`config.mk`:
```
export PLATFORM = sky130hd
export DESIGN_NAME = cpu_run_ctrl
export DESIGN_NICKNAME = d
export VERILOG_FILES = /design/src/rtl/cpu_run_ctrl.sv
export SDC_FILE = /design/constraint.sdc
export NUM_CORES = 1
export LEC_CHECK = 0
export CAP_MARGIN = 20
export CORE_UTILIZATION = 42
export DETAILED_ROUTE_END_ITERATION = 7
export GPL_TIMING_DRIVEN = 0
export HOLD_SLACK_MARGIN = 0.05
export PLACE_DENSITY = 0.86
export RECOVER_POWER = 50
export SLEW_MARGIN = 20
export SYNTH_ARGS = -nofsm -noshare
export SYNTH_HDL_FRONTEND = slang
export SYNTH_SLANG_ARGS = --single-unit
```
`constraint.sdc`:
```
create_clock -name clk -period 2.4 [get_ports clk]
set_clock_uncertainty 0.2 [all_clocks]
set_input_delay 0.36 -clock clk [delete_from_list [all_inputs] [get_ports clk]]
set_output_delay 0.36 -clock clk [all_outputs]
set_load 0.02 [all_outputs]
```
`src/rtl/cpu_run_ctrl.sv`:
```
// Run/step/breakpoint controller: issues a one-cycle core clock enable from a programmable
// prescaler, a debounced step button and (with CPU_RUN_CTRL_BP_EN defined) PC breakpoints.
module cpu_run_ctrl #(
    parameter int CNT_W     = 32,
    parameter int ADDR_W    = 32,
    parameter int NUM_BP    = 2,
    parameter int DB_CYCLES = 1000000
) (
    input  logic                     clk,
    input  logic                     rstn,
    input  logic [4:0]               div_sel,
    input  logic                     mode_run,
    input  logic                     halt_req,
    input  logic                     step_btn,
    input  logic [ADDR_W-1:0]        pc_i,
    input  logic [NUM_BP*ADDR_W-1:0] bp_addr_i,
    input  logic [NUM_BP-1:0]        bp_en_i,
    output logic                     cpu_ce_o,
    output logic [1:0]               state_o,
    output logic [NUM_BP-1:0]        bp_hit_o,
    output logic [15:0]              step_cnt_o
);

    localparam int              DB_W    = $clog2(DB_CYCLES + 1);
    localparam logic [DB_W-1:0] DB_LAST = DB_W'(DB_CYCLES - 1);

    typedef enum logic [1:0] {
        HALT = 2'b00,
        RUN  = 2'b01,
        STEP = 2'b10,
        BRK  = 2'b11
    } state_t;

    state_t           state, stateNext;
    logic             ceNext;
    logic [CNT_W-1:0] preCnt, tickMask;
    logic             tick;
    logic             stepSync_p0, stepSync_p1;
    logic             dbLevel, dbLevelDly, stepP;
    logic [DB_W-1:0]  dbCnt;
    logic             bpMatch;
    logic [15:0]      stepCnt;

    always_ff @(posedge clk or negedge rstn) begin
        if (!rstn) preCnt <= '0;
        else       preCnt <= preCnt + CNT_W'(1);
    end

    // div_sel at or above CNT_W masks every bit, giving the longest period 2^CNT_W
    always_comb begin
        tickMask = '0;
        for (int i = 0; i < CNT_W; i++) tickMask[i] = (i < int'(div_sel));
    end

    assign tick = &(preCnt | ~tickMask);

    always_ff @(posedge clk or negedge rstn) begin
        if (!rstn) begin
            stepSync_p0 <= 1'b0;
            stepSync_p1 <= 1'b0;
            dbLevel     <= 1'b0;
            dbLevelDly  <= 1'b0;
            dbCnt       <= '0;
        end else begin
            stepSync_p0 <= step_btn;
            stepSync_p1 <= stepSync_p0;
            dbLevelDly  <= dbLevel;
            if (stepSync_p1 == dbLevel) begin
                dbCnt <= '0;
            end else if (dbCnt == DB_LAST) begin
                dbLevel <= stepSync_p1;
                dbCnt   <= '0;
            end else begin
                dbCnt <= dbCnt + DB_W'(1);
            end
        end
    end

    assign stepP = dbLevel & ~dbLevelDly;

`ifdef CPU_RUN_CTRL_BP_EN
    logic [NUM_BP-1:0] bpVec;
    logic [NUM_BP-1:0] bpHit;

    // pc_i must already reflect the previous ce when the tick is evaluated
    always_comb begin
        bpVec = '0;
        for (int k = 0; k < NUM_BP; k++)
            bpVec[k] = bp_en_i[k] && (pc_i == bp_addr_i[k*ADDR_W +: ADDR_W]);
    end

    assign bpMatch = |bpVec;

    always_ff @(posedge clk or negedge rstn) begin
        if (!rstn)                            bpHit <= '0;
        else if (state != BRK && stateNext == BRK) bpHit <= bpVec;
        else if (state == BRK && stateNext != BRK) bpHit <= '0;
    end

    assign bp_hit_o = bpHit;
`else
    logic unusedBp;

    assign unusedBp = ^{pc_i, bp_addr_i, bp_en_i};
    assign bpMatch  = 1'b0;
    assign bp_hit_o = '0;
`endif

    always_ff @(posedge clk or negedge rstn) begin
        if (!rstn) state <= HALT;
        else       state <= stateNext;
    end

    always_comb begin
        stateNext = state;
        unique case (state)
            HALT: begin
                if (mode_run && !halt_req) stateNext = RUN;
                else if (stepP)            stateNext = STEP;
            end
            RUN: begin
                if (halt_req || !mode_run) stateNext = HALT;
                else if (tick && bpMatch)  stateNext = BRK;
            end
            STEP: begin
                if (halt_req)  stateNext = HALT;
                else if (tick) stateNext = mode_run ? RUN : HALT;
            end
            BRK: begin
                if (halt_req)       stateNext = BRK;
                else if (!mode_run) stateNext = HALT;
                else if (stepP)     stateNext = STEP;
            end
        endcase
    end

    always_comb begin
        ceNext = 1'b0;
        unique case (state)
            RUN:     ceNext = tick && mode_run && !halt_req && !bpMatch;
            STEP:    ceNext = tick && !halt_req;
            default: ceNext = 1'b0;
        endcase
    end

    // the counter advances on the same edge the pulse rises, so it already includes it
    always_ff @(posedge clk or negedge rstn) begin
        if (!rstn) begin
            cpu_ce_o <= 1'b0;
            stepCnt  <= '0;
        end else begin
            cpu_ce_o <= ceNext;
            if (ceNext) stepCnt <= stepCnt + 16'd1;
        end
    end

    assign state_o    = state;
    assign step_cnt_o = stepCnt;

endmodule
```
**Yosys cells after proc, flatten, opt, wreduce, memory -nomap -nowiden**

Index checks and enable logic that the tools add are counted.

- Eq/ne operators: 7
- Bitwise gates (word level): 5
- Order comparisons: 31
- Add/subtract/negate cells: 3
- Muxes and demuxes: 12
- Reduce and logical (&&, ||, !) cells: 11

Operators with widths:

| kind | number |
|---|---|
| less-than comparator 5 bit (first input constant) | 15 |
| less-than comparator 4 x 5 -> 1 bit (first input constant) | 8 |
| 2-to-1 mux 20 bit | 2 |
| adder 32 x 1 -> 32 bit (second input constant) | 1 |
| inverter 31 -> 32 bit | 1 |
| bitwise OR 32 bit | 1 |
| AND reduction 32 bit | 1 |
| adder 20 x 1 -> 20 bit (second input constant) | 1 |
| equality test 20 bit (second input constant) | 1 |
| less-than comparator 3 x 5 -> 1 bit (first input constant) | 4 |
| adder 16 x 1 -> 16 bit (second input constant) | 1 |
| 2-to-1 mux 2 bit | 7 |
| less-than comparator 1 x 5 -> 1 bit (first input constant) | 2 |
| less-than comparator 2 x 5 -> 1 bit (first input constant) | 2 |
| case mux 2 bit (4 select lines) | 1 |
| equality test 2 bit (second input constant) | 2 |
| logical AND 1 bit | 4 |
| AND reduction 2 bit | 2 |
| != test 3 bit (second input constant) | 1 |
| equality test 2 x 1 -> 1 bit (second input constant) | 1 |
| logical NOT 1 bit | 2 |
| logical NOT 2 bit | 1 |
| != test 2 bit (second input constant) | 1 |
| inverter 1 bit | 2 |
| other kinds (5) | 5 |

- Register bits after elaboration: 75
- Output and inout port bits: 21

**Depth between registers and ports, before layout**

Gate-level depths: netlist of run 1.

- Depth after elaboration: 7
- Gate-level depth with buffers: 8
- Mapped depth without buffers: 7

**Worst setup path before layout of run 1**

No wires, ideal clock.

- Path kind: input to register
- From: input div_sel[1]
- To: register state[1], in the netlist state_o[1]
- Arrival: 2.088 ns
- Stages: 6
- Setup time: 0.128 ns
- Path slack: -0.015 ns
- Path through: buf_6 or4_4 a211oi_2 a211oi_4 o41ai_4 mux2_1

- Cells in the longest elaborated chain, start to end: 6

Ends and longest elaborated chain:

| what | RTL line | text |
|---|---|---|
| start: declaration | 11 | `input logic [4:0] div_sel,` |
| less-than comparator 1 x 5 -> 1 bit (tied with other cells) | 52 | `for (int i = 0; i < CNT_W; i++) tickMask[i] = (i < int'(div_sel));` |
| inverter 31 -> 32 bit (*) | 55 | `assign tick = &(preCnt \| ~tickMask);` |
| bitwise OR 32 bit (*) | 55 |  |
| AND reduction 32 bit (*) | 55 |  |
| != test 3 bit (no line) (*) | - |  |
| AND reduction 2 bit (no line) (*) | - |  |
| end signal: assignment | 111 | `else state <= stateNext;` |
| end: declaration | 34 | `state_t state, stateNext;` |

Mark *: on every way between the ends. The rest lies on a longest branch, timed or not.
A chain may end at the register's enable or synchronous reset.

**Worst setup path after layout of run 1**

- From: register preCnt[8]
- To: register stepCnt[12], in the netlist step_cnt_o[12]

- Cells in the longest elaborated chain, start to end: 5

Ends and longest elaborated chain:

| what | RTL line | text |
|---|---|---|
| start: declaration | 36 | `logic [CNT_W-1:0] preCnt, tickMask;` |
| start signal: assignment | 46 | `else preCnt <= preCnt + CNT_W'(1);` |
| bitwise OR 32 bit (*) | 55 |  |
| AND reduction 32 bit (*) | 55 |  |
| logical AND 1 bit (2 in a row) | 140 | `RUN: ceNext = tick && mode_run && !halt_req && !bpMatch;` |
| case mux 1 bit (2 select lines) (*) | 139 | `unique case (state)` |
| end signal: assignment | 153 | `if (ceNext) stepCnt <= stepCnt + 16'd1;` |
| end: declaration | 42 | `logic [15:0] stepCnt;` |

Marked as above.

==> results of run 1 <==
==> flip-flops by register name, summed over array words and instances, names as in the netlist <==
signal       cells
cpu_ce_o         1
dbCnt           20
dbLevel          1
dbLevelDly       1
preCnt          31
state_o          2
stepSync_p0      1
stepSync_p1      1
step_cnt_o      16
==> power by group <==
group / switching (W) / internal [W]
combinational: 0.000168 / 0.000120
sequential: 0.0000206 / 0.00126
clock: 0.000453 / 0.000711
total: 0.000641 / 0.00209
==> final cells by class <==
cell class | instances | area [µm²] | area share, %
clock inverters | 5 | 102.6 | 2.081
multi-input cells | 287 | 2158 | 43.77
repair buffers | 40 | 389.1 | 7.891
inverters | 9 | 33.78 | 0.6851
plain buffers | 14 | 116.4 | 2.360
well taps | 111 | 138.9 | 2.817
flip-flops and latches | 74 | 1854 | 37.60
clock buffers | 10 | 137.6 | 2.791
==> through the flow <==
stage / TNS (ns) / hold WS, ns / worst slack [ns]
2_1_floorplan: 0 / -0.1356 / 0.003682
3_3_place_gp: -134.62 / 0.1373 / -1.668
3_5_place_dp: -12.06 / 0.08717 / -0.7224
4_1_cts: 0 / 0.1534 / 0.006948
5_1_grt: -0.0006704 / 0.1592 / -0.0006704
6_report: 0 / 0.1513 / 0.08053
==> final timing paths <==
| path | startpoint | depth (start not counted) | endpoint | slack (ns) |
|---|---|---|---|---|
| setup / recovery | preCnt[8] | 8 | step_cnt_o[12] | 0.08 |
| hold / removal | stepSync_p0 | 0 | stepSync_p1 | 0.15 |
| setup reg to reg | preCnt[8] | 8 | step_cnt_o[12] | 0.08 |
| hold reg to reg | stepSync_p0 | 0 | stepSync_p1 | 0.15 |
| max in group asynchronous | rstn | 3 | preCnt[8] | 0.42 |
| min in group asynchronous | rstn | 2 | step_cnt_o[1] | 0.67 |
==> synthesized netlist by cell type (9+ instances only) <==
cell type	count	area share, %
nor3_1	10	1.3
nand2_1	31	2.9
inv_1	9	0.85
nor2_1	39	3.7
xor2_1	32	7.0
a21oi_1	9	1.1
xnor2_1	31	6.8
nor4_2	10	3.1
nand3_1	21	2.6
and3_1	11	1.7
nand4_1	18	2.8
dfrtp_1	74	46
==> repair_timing <==
item / CTS / global route
hold endpoints to repair: 23 / 0
setup endpoints to repair: 20 / 41
hold buffers: 1 / 0
resized for setup: 29 / 18
gates cloned: 0 / 0
buffers inserted: 10 / 2
pin swaps: 11 / 6
==> kinds of logic after synthesis <==
logic type,after synthesis,share of synthesized area (%)
adders and majority gates,7,2.198
other,1,0.09410
DFF,74,46.47
muxes,5,1.381
and+or+nand+nor,170,24.52
xor gates and xnor gates,63,13.85
AOI/OAI and AO/OA,40,8.163
buffers and inverters,24,3.328
==> metal layers <==
metal / global-route usage [%] / share of wire, % / vias to the layer above / wire (µm)
met4: 7.919 / 2.3 / 0 / 193
met3: 4.357 / 4.4 / 23 / 362
li1: - / - / 1445 / -
met1: 21.69 / 41 / 1501 / 3398
met2: 30.50 / 52 / 89 / 4317
met5: 0 / 0 / - / 0
==> metrics.md, run 1 <==
| Metric | Value |
|---|---|
| Number of buffers created by CTS | `9` |
| Pin count of the biggest net entering global routing | `52` |
| Kind of start point of the critical path | `register` |
| Share of layout cells above drive strength 1 | `between 15 and 20%` |
| Total congestion overflow after global routing | `0` |
| Most frequent cells in the layout | `72 x dfrtp_1, 38 x nor2_1, 32 x xor2_1` |
| Hold violation count in the final report | `0` |
| Worst Max-Slew Pin Slew | `between 1 and 1.5 ns` |
| Rows | `35` |
| Total power consumption of the routed design | `between 0.002 and 0.003 W` |
| First drt pass iteration count | `4` |
| Most Frequent Cell on Critical Path | `a211oi_4` |
| Ant diodes | `0` |
| Area of the die | `9881 µm²` |
| Final design instance area without fill | `around 5000 µm²` |
| Via count of the first global-routing pass | `between 3000 and 4000` |
| Hold WC Path Type | `register to register` |
| Post-synthesis async set-or-reset flop share | `100.0%` |
| Share of the cycle needed by the critical path after routing | `~97%` |
| Max-cap check violation count | `0` |
| Overall routing resource usage | `between 10% and 20%` |
| Number of synthesized flops with an enable pin | `0` |
| Most common flop cell mapped by yosys | `dfrtp_1` |
| Deepest level of the CTS H-tree | `3` |
| Total routed wirelength | `~8300 µm` |
| Top Ports | `~130` |
| Number of vias in the routed layout | `roughly 3100` |
| Most common library cell in the layout ignoring fill and taps | `dfrtp_1` |
| Data required time of the worst path | `approximately 2.5 ns` |
| Estimated wirelength of the detail-placed design | `around 5600 µm` |
| Synth Register Bits | `74` |
| Effective utilization at floorplan | `approximately 43%` |
| Final Max Tran Viols | `0` |
| Antenna violation net count after detailed routing | `0` |
| Syn avg cell area | `~10 µm²` |
| Buf/Inv on CP | `2` |
| Signed area change from the synthesized netlist to the final layout | `23.74%` |
| Longest individual stage delay on the worst path | `about 0.45 ns` |
| Die width | `99.41 µm` |
| GPL Wtd Cong | `around 0.92` |
| Post-DR wirelength/cell | `approximately 15 µm` |
| Final critical-path required period | `2.319 ns` |
| Total power density per cell area | `~550 nW/µm²` |
| TritonCTS clock tree | `built` |
| Number of standard cells in the final layout excluding fillers | `550` |
| Leakage power total | `approximately 2.2 nW` |
| Classification of the worst setup path | `register to register` |
| Later-pin clock latency in the skew report | `~0.35 ns` |
| Wire length of the first global-routing pass | `between 10000 and 15000 µm` |
| Post-Place Cell Area | `roughly 4400 µm²` |
| CP cell instances | `nor2b_1 -> or4_4 -> a211oi_4 -> a211oi_4 -> buf_12 -> buf_6 -> nor4_4 -> xor2_1` |
| Count of buffers from port buffering | `27` |
| Detail-routed via count per cell | `about 5.6` |
| Largest fanout on the critical path | `10` |
| Post-detailed-route DRC marker count | `0` |
| Clock slew at reported path FFs | `0.07 ns` |
| Initial antenna violation count | `0` |
| Filler cell count in the final layout | `755` |
| Outcome | `completed` |
| Largest buffer count on any clock path | `2` |
| Post-synthesis cell count | `~380` |
| Count of yosys warnings during synthesis | `0` |
| Rel. slew slack | `approximately 6%` |
| Root cell of the clock tree | `clkbuf_8` |
| Core Area | `about 9200 µm²` |
| Sinks on the clock net | `74` |
| Die height | `99.41 µm` |
| Highest clock frequency the design can meet | `around 430 MHz` |
| Sequential area share after synthesis | `around 46%` |
| Critical path's slowest cell | `or4_4` |
| Largest voltage drop on the vdd net | `~0.29 mV` |
| Element type at the critical path end | `register` |
| Final net count | `550` |
| CP top delay family | `simple AND/OR/NAND/NOR gates` |
| Post-Place Cells | `524` |
| Core Util, Final | `a little over half` |
| Final setup violating endpoints | `0` |
| Post-synthesis instance area | `between 3000 and 4000 µm²` |
| Crit path arrival time | `roughly 2.4 ns` |
| Drt first-iter violations | `just under 200` |
| Number of unique standard cell types used by synthesis | `55` |
(Power assumes the default switching activity.)
==> run 2, diff against run 1 <==
--- a/config.mk
+++ b/config.mk
@@ -5,10 +5,11 @@
 export SDC_FILE = /design/constraint.sdc
 export NUM_CORES = 1
 export LEC_CHECK = 0
+export ABC_AREA = 1
 export CAP_MARGIN = 20
-export CORE_UTILIZATION = 42
+export CORE_UTILIZATION = 43
+export CTS_CLUSTER_DIAMETER = 60
 export DETAILED_ROUTE_END_ITERATION = 7
-export GPL_TIMING_DRIVEN = 0
 export HOLD_SLACK_MARGIN = 0.05
 export PLACE_DENSITY = 0.86
 export RECOVER_POWER = 50
==> metrics.md, run 2 <==
| Metric | Value |
|---|---|
| Hold Path Cell Cnt | `0 (unchanged)` |
| Net switching share of the total power | `23.83% (+0.38 points)` |
| Top cell type's share of synthesized area | `43.19% (-3.3 points)` |
| Highest clock frequency the design can meet | `459.0 MHz (+6.5%)` |
| Syn avg cell area | `7.726 µm² (-26%)` |
| Drt first-iter violations | `211 (+6.0%)` |
| Global Route met3 Usage | `2.120% (-2.2 points)` |
| Overall routing resource usage | `19.55% (+1.6 points)` |
| Initial antenna violation count | `0 (unchanged)` |
| Flip-flop count of the largest register after layout | `31 (unchanged)` |
| Outcome | `completed` |
| Core Area | `9729 µm² (+5.8%)` |
| Global routing usage on met1 | `24.82% (+3.1 points)` |
| First drt pass iteration count | `5 (+1)` |
| Die height | `101.9 µm (+2.5%)` |
| Filler cell count in the final layout | `885 (+17%)` |
| Final net count | `716 (+30%)` |
| Element type at the critical path end | `register` |
| Most common flop cell mapped by yosys | `dfrtp_1` |
| Hold WC Path Type | `register to register` |
| Final critical-path required period | `2.179 ns (-0.1406 ns)` |
| Number of cells traversed by the worst register-to-register path | `10 (+2)` |
| Sinks on the clock net | `74 (unchanged)` |
| Final Max Tran Viols | `0 (unchanged)` |
| Number of synthesized flops with an enable pin | `0 (unchanged)` |
| Sequential area share after synthesis | `43.19% (-3.3 points)` |
| Total power consumption of the routed design | `0.002535 W (-7.3%)` |
| Clock slew at reported path FFs | `0.08 ns (about the same)` |
| Top Ports | `129 (unchanged)` |
| Root cell of the clock tree | `clkbuf_8` |
| GR peak layer | `met2` |
| Crit path arrival time | `2.26 ns (-0.12 ns)` |
| Max-cap check violation count | `0 (unchanged)` |
| Antenna violation net count after detailed routing | `0 (unchanged)` |
| Number of unique standard cell types used by synthesis | `37 (-33%)` |
| Die width | `101.9 µm (+2.5%)` |
| Later-pin clock latency in the skew report | `0.35 ns (about the same)` |
| GPL Wtd Cong | `0.9042 (-1.4%)` |
| Most frequent cells in the layout | `137 x nand2_1, 75 x inv_1, 74 x dfrtp_1` |
| Count of yosys warnings during synthesis | `0 (unchanged)` |
| Rel. slew slack | `38.81% (+33 points)` |
| Post-DR wirelength/cell | `12.46 µm (-17%)` |
| TritonCTS clock tree | `built` |
| Effective utilization at floorplan | `44.07% (+0.74 points)` |
| CTS-repair resized insts | `0 (-100%)` |
| Number of vias in the routed layout | `3737 (+22%)` |
| Data required time of the worst path | `2.49 ns (+0.03 ns)` |
| Ant diodes | `0 (unchanged)` |
| Total congestion overflow after global routing | `0 (unchanged)` |
| Leakage power total | `2.390 nW (+9.7%)` |
| Estimated wirelength of the detail-placed design | `6979 µm (+25%)` |
| Rows | `36 (+2.9%)` |
| Count of buffers from port buffering | `28 (+3.7%)` |
| Most common library cell in the layout ignoring fill and taps | `nand2_1` |
| Signed area change from the synthesized netlist to the final layout | `16.31%` |
| Deepest level of the CTS H-tree | `3 (unchanged)` |
| Via count of the first global-routing pass | `3536 (+16%)` |
| Total routed wirelength | `9206 µm (+11%)` |
| Cell with the most instances after synthesis | `nand2_1` |
| Unrepaired setup endpoints after global routing | `false` |
| Switch Pwr | `0.0006042 W (-5.8%)` |
| Largest voltage drop on the vdd net | `0.3466 mV (+19%)` |
| Worst Max-Slew Pin Slew | `0.9179 ns (-0.4946 ns)` |
| Area of the die | `10380 µm² (+5.0%)` |
| Wire length of the first global-routing pass | `15860 µm (+12%)` |
| Post-synthesis cell count | `555 (+45%)` |
| Share of power burned in the clock network | `40.8% (-1.8 points)` |
| Sequential power share | `50.3% (+3.4 points)` |
| Largest fanout on the critical path | `3 (-7)` |
| Post-synthesis instance area | `4288 µm² (+7.6%)` |
| Post-Place Cells | `722 (+38%)` |
| Post-synthesis async set-or-reset flop share | `100.0% (unchanged)` |
| Final setup violating endpoints | `0 (unchanged)` |
| Register with the most flip-flops | `preCnt` |
| Portion of total power attributed to combinational logic | `8.9% (-1.6 points)` |
| Post-detailed-route DRC marker count | `0 (unchanged)` |
| Share of layout cells above drive strength 1 | `7.096% (-12 points)` |
| Total power density per cell area | `508.4 nW/µm² (-8.3%)` |
| Main area contributors after synthesis | `dfrtp_1 43%, nand2_1 12%, inv_1 6.6%, xor2_1 6.5%, nand3_1 5.1%` |
| Kind of start point of the critical path | `register` |
| Classification of the worst setup path | `register to register` |
| Synth Register Bits | `74 (unchanged)` |
| Hold violation count in the final report | `0 (unchanged)` |
| Post-CTS Setup Inserts | `0 (-10)` |
| Number of standard cells in the final layout excluding fillers | `739 (+34%)` |
| Number of buffers created by CTS | `9 (unchanged)` |
| Global-route met2 utilization | `33.00% (+2.5 points)` |
| Detail-routed via count per cell | `5.057 (-9.0%)` |
| Largest buffer count on any clock path | `2 (unchanged)` |
| Pin count of the biggest net entering global routing | `39 (-25%)` |
| Biggest area consumer among synthesized cells | `dfrtp_1` |
| Most used standard cells in the synthesized netlist | `137 x nand2_1, 75 x inv_1, 74 x dfrtp_1` |
| Internal power of the cells | `0.001931 W (-7.7%)` |
| Share of the cycle needed by the critical path after routing | `90.79% (-5.9 points)` |
[run 2: cell count changes in the layout (fill, tap and decap cells not counted), moves of 9 or more]
cell,delta
and3_1,-10
nand3_1,+24
xnor2_1,-18
nor2_1,+18
nor4_2,-9
nor3_1,+17
buf_6,-9
inv_1,+66
o21ai_0,+11
nand2_1,+106
[run 2: kinds of logic after synthesis]
logic type / count (synthesis) / synth area share [%]
xor+xnor: 45 / 9.192
fa+ha+maj: 7 / 2.043
other cells: 1 / 0.08746
flops: 74 / 43.19
buf+inv: 85 / 8.171
compound gates: 37 / 4.728
mux: 1 / 0.2626
simple gates: 305 / 32.33
[run 2: worst paths after layout]
kind	start	to	slack, ns
max	preCnt[1]	preCnt[30]	0.22
max in group asynchronous	rstn	dbCnt[16]	0.56
min in group asynchronous	rstn	preCnt[4]	0.48
min	stepSync_p0	stepSync_p1	0.18
min reg2reg	stepSync_p0	stepSync_p1	0.18
max reg2reg	preCnt[1]	preCnt[30]	0.22
[run 2: area by class of cell]
class | instances | area, µm² | share of cell area [%]
multi-input cells | 397 | 2077 | 41.65
flip-flops and latches | 74 | 1852 | 37.13
repair buffers | 43 | 394.1 | 7.903
inverters | 76 | 287.8 | 5.770
well taps | 133 | 166.4 | 3.337
clock buffers | 11 | 131.4 | 2.634
clock inverters | 5 | 78.83 | 1.581
[run 2: metrics by stage]
| step | setup slack, ns | setup TNS, ns | instance area [µm²] | hold WS [ns] | util [%] |
|---|---|---|---|---|---|
| 6_report | 0.2211 | 0 | 4987 | 0.1804 | 51.26 |
| 5_1_grt | 0.03931 | 0 | 4987 | 0.1926 | 51.26 |
| 4_1_cts | 0.2734 | 0 | 5011 | 0.1889 | 51.50 |
| 3_5_place_dp | -0.09884 | -1.338 | 4791 | 0.1523 | 49.24 |
| 3_3_place_gp | -0.04096 | -0.6005 | 4791 | 0.1486 | 49.24 |
| 2_1_floorplan | 0.5540 | 0 | 4292 | -0.1356 | - |
[run 2: power by group through the flow]
stage / Sequential (W) / Combinational (W) / Clock, W
floorplan: 0.00131 / 0.000119 / 0
global placement: 0.00130 / 0.000218 / 0
detailed placement: 0.00130 / 0.000226 / 0
CTS: 0.00128 / 0.000229 / 0.00106
global route: 0.00128 / 0.000256 / 0.00112
finish: 0.00128 / 0.000225 / 0.00104
[run 2: repair_timing]
| item | 4_1_cts | 5_1_grt |
|---|---|---|
| hold buffers | 1 | 0 |
| endpoints found under the setup margin | 0 | 0 |
| endpoints found under the hold margin | 35 | 0 |
[run 2: per-layer routing]
metal	up-vias	wire length, µm
met5	-	0
met4	0	229
met3	14	321
met2	87	4558
met1	1760	4096
li1	1876	-
[run 2: critical path, cell delays in order, from the launching register on]
cell and delay [ns]:
dfrtp_1 0.38, ha_1 0.20, nand2_1 0.07, nor2_1 0.24, nand4_2 0.18, nor2_2 0.17
nand2_2 0.11, nor3_4 0.20, nand2_2 0.10, nor2_1 0.13, xor2_1 0.14
==> run 3, diff against run 2 <==
==> constraint.sdc (replaced) <==
create_clock -name clk -period 1.8 [get_ports clk]
set_clock_uncertainty 0.2 [all_clocks]
set_input_delay 0.27 -clock clk [delete_from_list [all_inputs] [get_ports clk]]
set_output_delay 0.27 -clock clk [all_outputs]
set_load 0.02 [all_outputs]
==> metrics.md, run 3 (synthesis results as in run 2) <==
| Metric | Value |
|---|---|
| Pin count of the biggest net entering global routing | `36 (-7.7%)` |
| Kind of start point of the critical path | `register` |
| Die width | `101.9 µm (unchanged)` |
| Terminating pin of the worst hold path | `stepSync_p1` |
| Hold violation count in the final report | `0 (unchanged)` |
| Number of vias in the routed layout | `4853 (+30%)` |
| Initial antenna violation count | `0 (unchanged)` |
| Post-DR wirelength/cell | `18.64 µm (+50%)` |
| R2r endpoint | `dbCnt[8]` |
| Unrepaired setup endpoints after global routing | `true` |
| Via count of the first global-routing pass | `4262 (+21%)` |
| Worst Slack Setup Final | `-0.1639 ns (-0.3851 ns)` |
| Start of the worst register-to-register path | `dbCnt[6]` |
| Final setup violating endpoints | `44 (+44)` |
| Later-pin clock latency in the skew report | `0.38 ns (+0.03 ns)` |
| Post-detailed-route DRC marker count | `2 (+2)` |
| Uppermost layer routed | `met4` |
| Estimated wirelength of the detail-placed design | `7881 µm (+13%)` |
| Number of cells traversed by the worst register-to-register path | `8 (-2)` |
| Count of buffers from port buffering | `28 (unchanged)` |
| Effective utilization at floorplan | `44.07% (unchanged)` |
| Post-Place Cell Area | `5145 µm² (+7.4%)` |
| Final Max Tran Viols | `0 (unchanged)` |
| Sinks on the clock net | `74 (unchanged)` |
| TritonCTS clock tree | `built` |
| Largest voltage drop on the vdd net | `0.3067 mV (-12%)` |
| Total power consumption of the routed design | `0.003506 W (+38%)` |
| Share of the cycle needed by the critical path after routing | `109.1% (+18 points)` |
| Area of the die | `10380 µm² (unchanged)` |
| Drt first-iter violations | `425 (+100%)` |
| Hold Crit Start | `stepSync_p0` |
| Final Hold Slack | `0.1647 ns (-0.01566 ns)` |
| Rows | `36 (unchanged)` |
| Largest fanout on the critical path | `3 (unchanged)` |
| Register with the most flip-flops | `preCnt` |
| Share of layout cells above drive strength 1 | `36.65% (+30 points)` |
| Length of routed met2 wiring | `7688 µm (+69%)` |
| Flip-flop count of the largest register after layout | `31 (unchanged)` |
| Signed area change from the synthesized netlist to the final layout | `47.39%` |
| Largest buffer count on any clock path | `2 (unchanged)` |
| Worst Max-Slew Pin Slew | `0.7414 ns (-0.1765 ns)` |
| Total routed wirelength | `15400 µm (+67%)` |
| Leakage power total | `3.048 nW (+28%)` |
| Max-cap check violation count | `0 (unchanged)` |
| Critical path's slowest cell | `dfrtp_1` |
| Setup slack at placement | `-0.6942 ns (-0.5953 ns)` |
| Longest individual stage delay on the worst path | `0.47 ns (+0.09 ns)` |
| Ant diodes | `0 (unchanged)` |
| Top Ports | `129 (unchanged)` |
| FF-to-FF setup slack | `-0.16 ns (-0.39 ns)` |
| Element type at the critical path end | `register` |
| Wire length of the first global-routing pass | `19160 µm (+21%)` |
| Die height | `101.9 µm (unchanged)` |
| First drt pass iteration count | `7 (+2)` |
| Hold WC Path Type | `register to register` |
| Root cell of the clock tree | `clkbuf_8` |
| Number of buffers created by CTS | `9 (unchanged)` |
| Outcome | `finished, violations left` |
| Overall routing resource usage | `24.00% (+4.4 points)` |
| Final net count | `803 (+12%)` |
| Clock slew at reported path FFs | `0.08 ns (about the same)` |
| Highest clock frequency the design can meet | `509.2 MHz (+11%)` |
| Most frequent cells in the layout | `121 x nand2_1, 77 x buf_4, 68 x dfrtp_1` |
| Filler cell count in the final layout | `671 (-24%)` |
| Data required time of the worst path | `1.86 ns (-0.63 ns)` |
| Deepest level of the CTS H-tree | `3 (unchanged)` |
| CP cell instances | `nand2_1 -> inv_1 -> nand3_2 -> buf_4 -> buf_4 -> buf_4 -> o21ai_4 -> a21oi_2` |
| GPL Wtd Cong | `1.021 (+13%)` |
| Met1 wire length | `5270 µm (+29%)` |
| Core Area | `9729 µm² (unchanged)` |
| Total power density per cell area | `554.8 nW/µm² (+9.1%)` |
| Total met3 wirelength after detailed routing | `1250 µm (+290%)` |
| Crit path arrival time | `2.03 ns (-0.23 ns)` |
| Total congestion overflow after global routing | `0 (unchanged)` |
| Hold Path Cell Cnt | `0 (unchanged)` |
| Classification of the worst setup path | `register to register` |
| Final critical-path required period | `1.964 ns (-0.2149 ns)` |
| Most common library cell in the layout ignoring fill and taps | `nand2_1` |
| Final design instance area without fill | `6320 µm² (+27%)` |
| Violated checks | `DRC, setup timing` |
| Most Frequent Cell on Critical Path | `buf_4` |
| Antenna violation net count after detailed routing | `0 (unchanged)` |
| Detail-routed via count per cell | `5.875 (+16%)` |
| Rel. slew slack | `50.58% (+12 points)` |
run 3: worst max-delay path by stage:
stage,from,to,cells past startpoint
floorplan,preCnt[0],preCnt[30],10
global placement,div_sel[0],step_cnt_o[2],14
detailed placement,div_sel[0],step_cnt_o[9],14
CTS,preCnt[1],preCnt[15],11
global route,preCnt[9],preCnt[15],9
finish,dbCnt[6],dbCnt[8],8
run 3: repair_timing:
item / in CTS / in global routing
endpoints found under the setup margin: 57 / 59
cloned: 1 / 1
buffers inserted: 22 / 24
endpoints found under the hold margin: 74 / 0
hold buffers: 1 / 0
resized for setup: 65 / 145
pin swaps: 33 / 28
run 3: routing by layer:
metal | GRT usage [%] | up-vias
li1 | - | 2031
met4 | 13.74 | 0
met2 | 42.46 | 397
met5 | 0 | -
met3 | 4.241 | 124
met1 | 27.38 | 2301
run 3: area by class of cell:
| class | count | area, µm² | area share [%] |
|---|---|---|---|
| clock buffers | 11 | 151.4 | 2.396 |
| flip-flops and latches | 74 | 1859 | 29.42 |
| repair buffers | 128 | 1079 | 17.07 |
| multi-input cells | 399 | 2706 | 42.82 |
| inverters | 76 | 305.3 | 4.831 |
| clock inverters | 5 | 52.55 | 0.8315 |
| well taps | 133 | 166.4 | 2.633 |
run 3: critical path, delay by kind of cell (launching register included):
family	cells	cell delay, ns
AND/OR/NAND/NOR	2	0.33
AO/OA/AOI/OAI	2	0.23
buffers and inverters	4	0.62
flip-flops	1	0.47
run 3: stage by stage:
stage               cells  TNS (ns)  utilization, %
finish                826    -3.600           64.96
global route          826    -7.724           64.96
CTS                   804   -0.5914           57.97
detailed placement    764    -14.16           52.88
global placement      764    -11.82           52.88
floorplan             556  -0.02441               -
run 3: where the power goes:
group	internal [W]	switching, W
registers	0.00168	0.0000161
logic	0.000169	0.000275
clock network	0.000708	0.000658
total	0.00256	0.000950
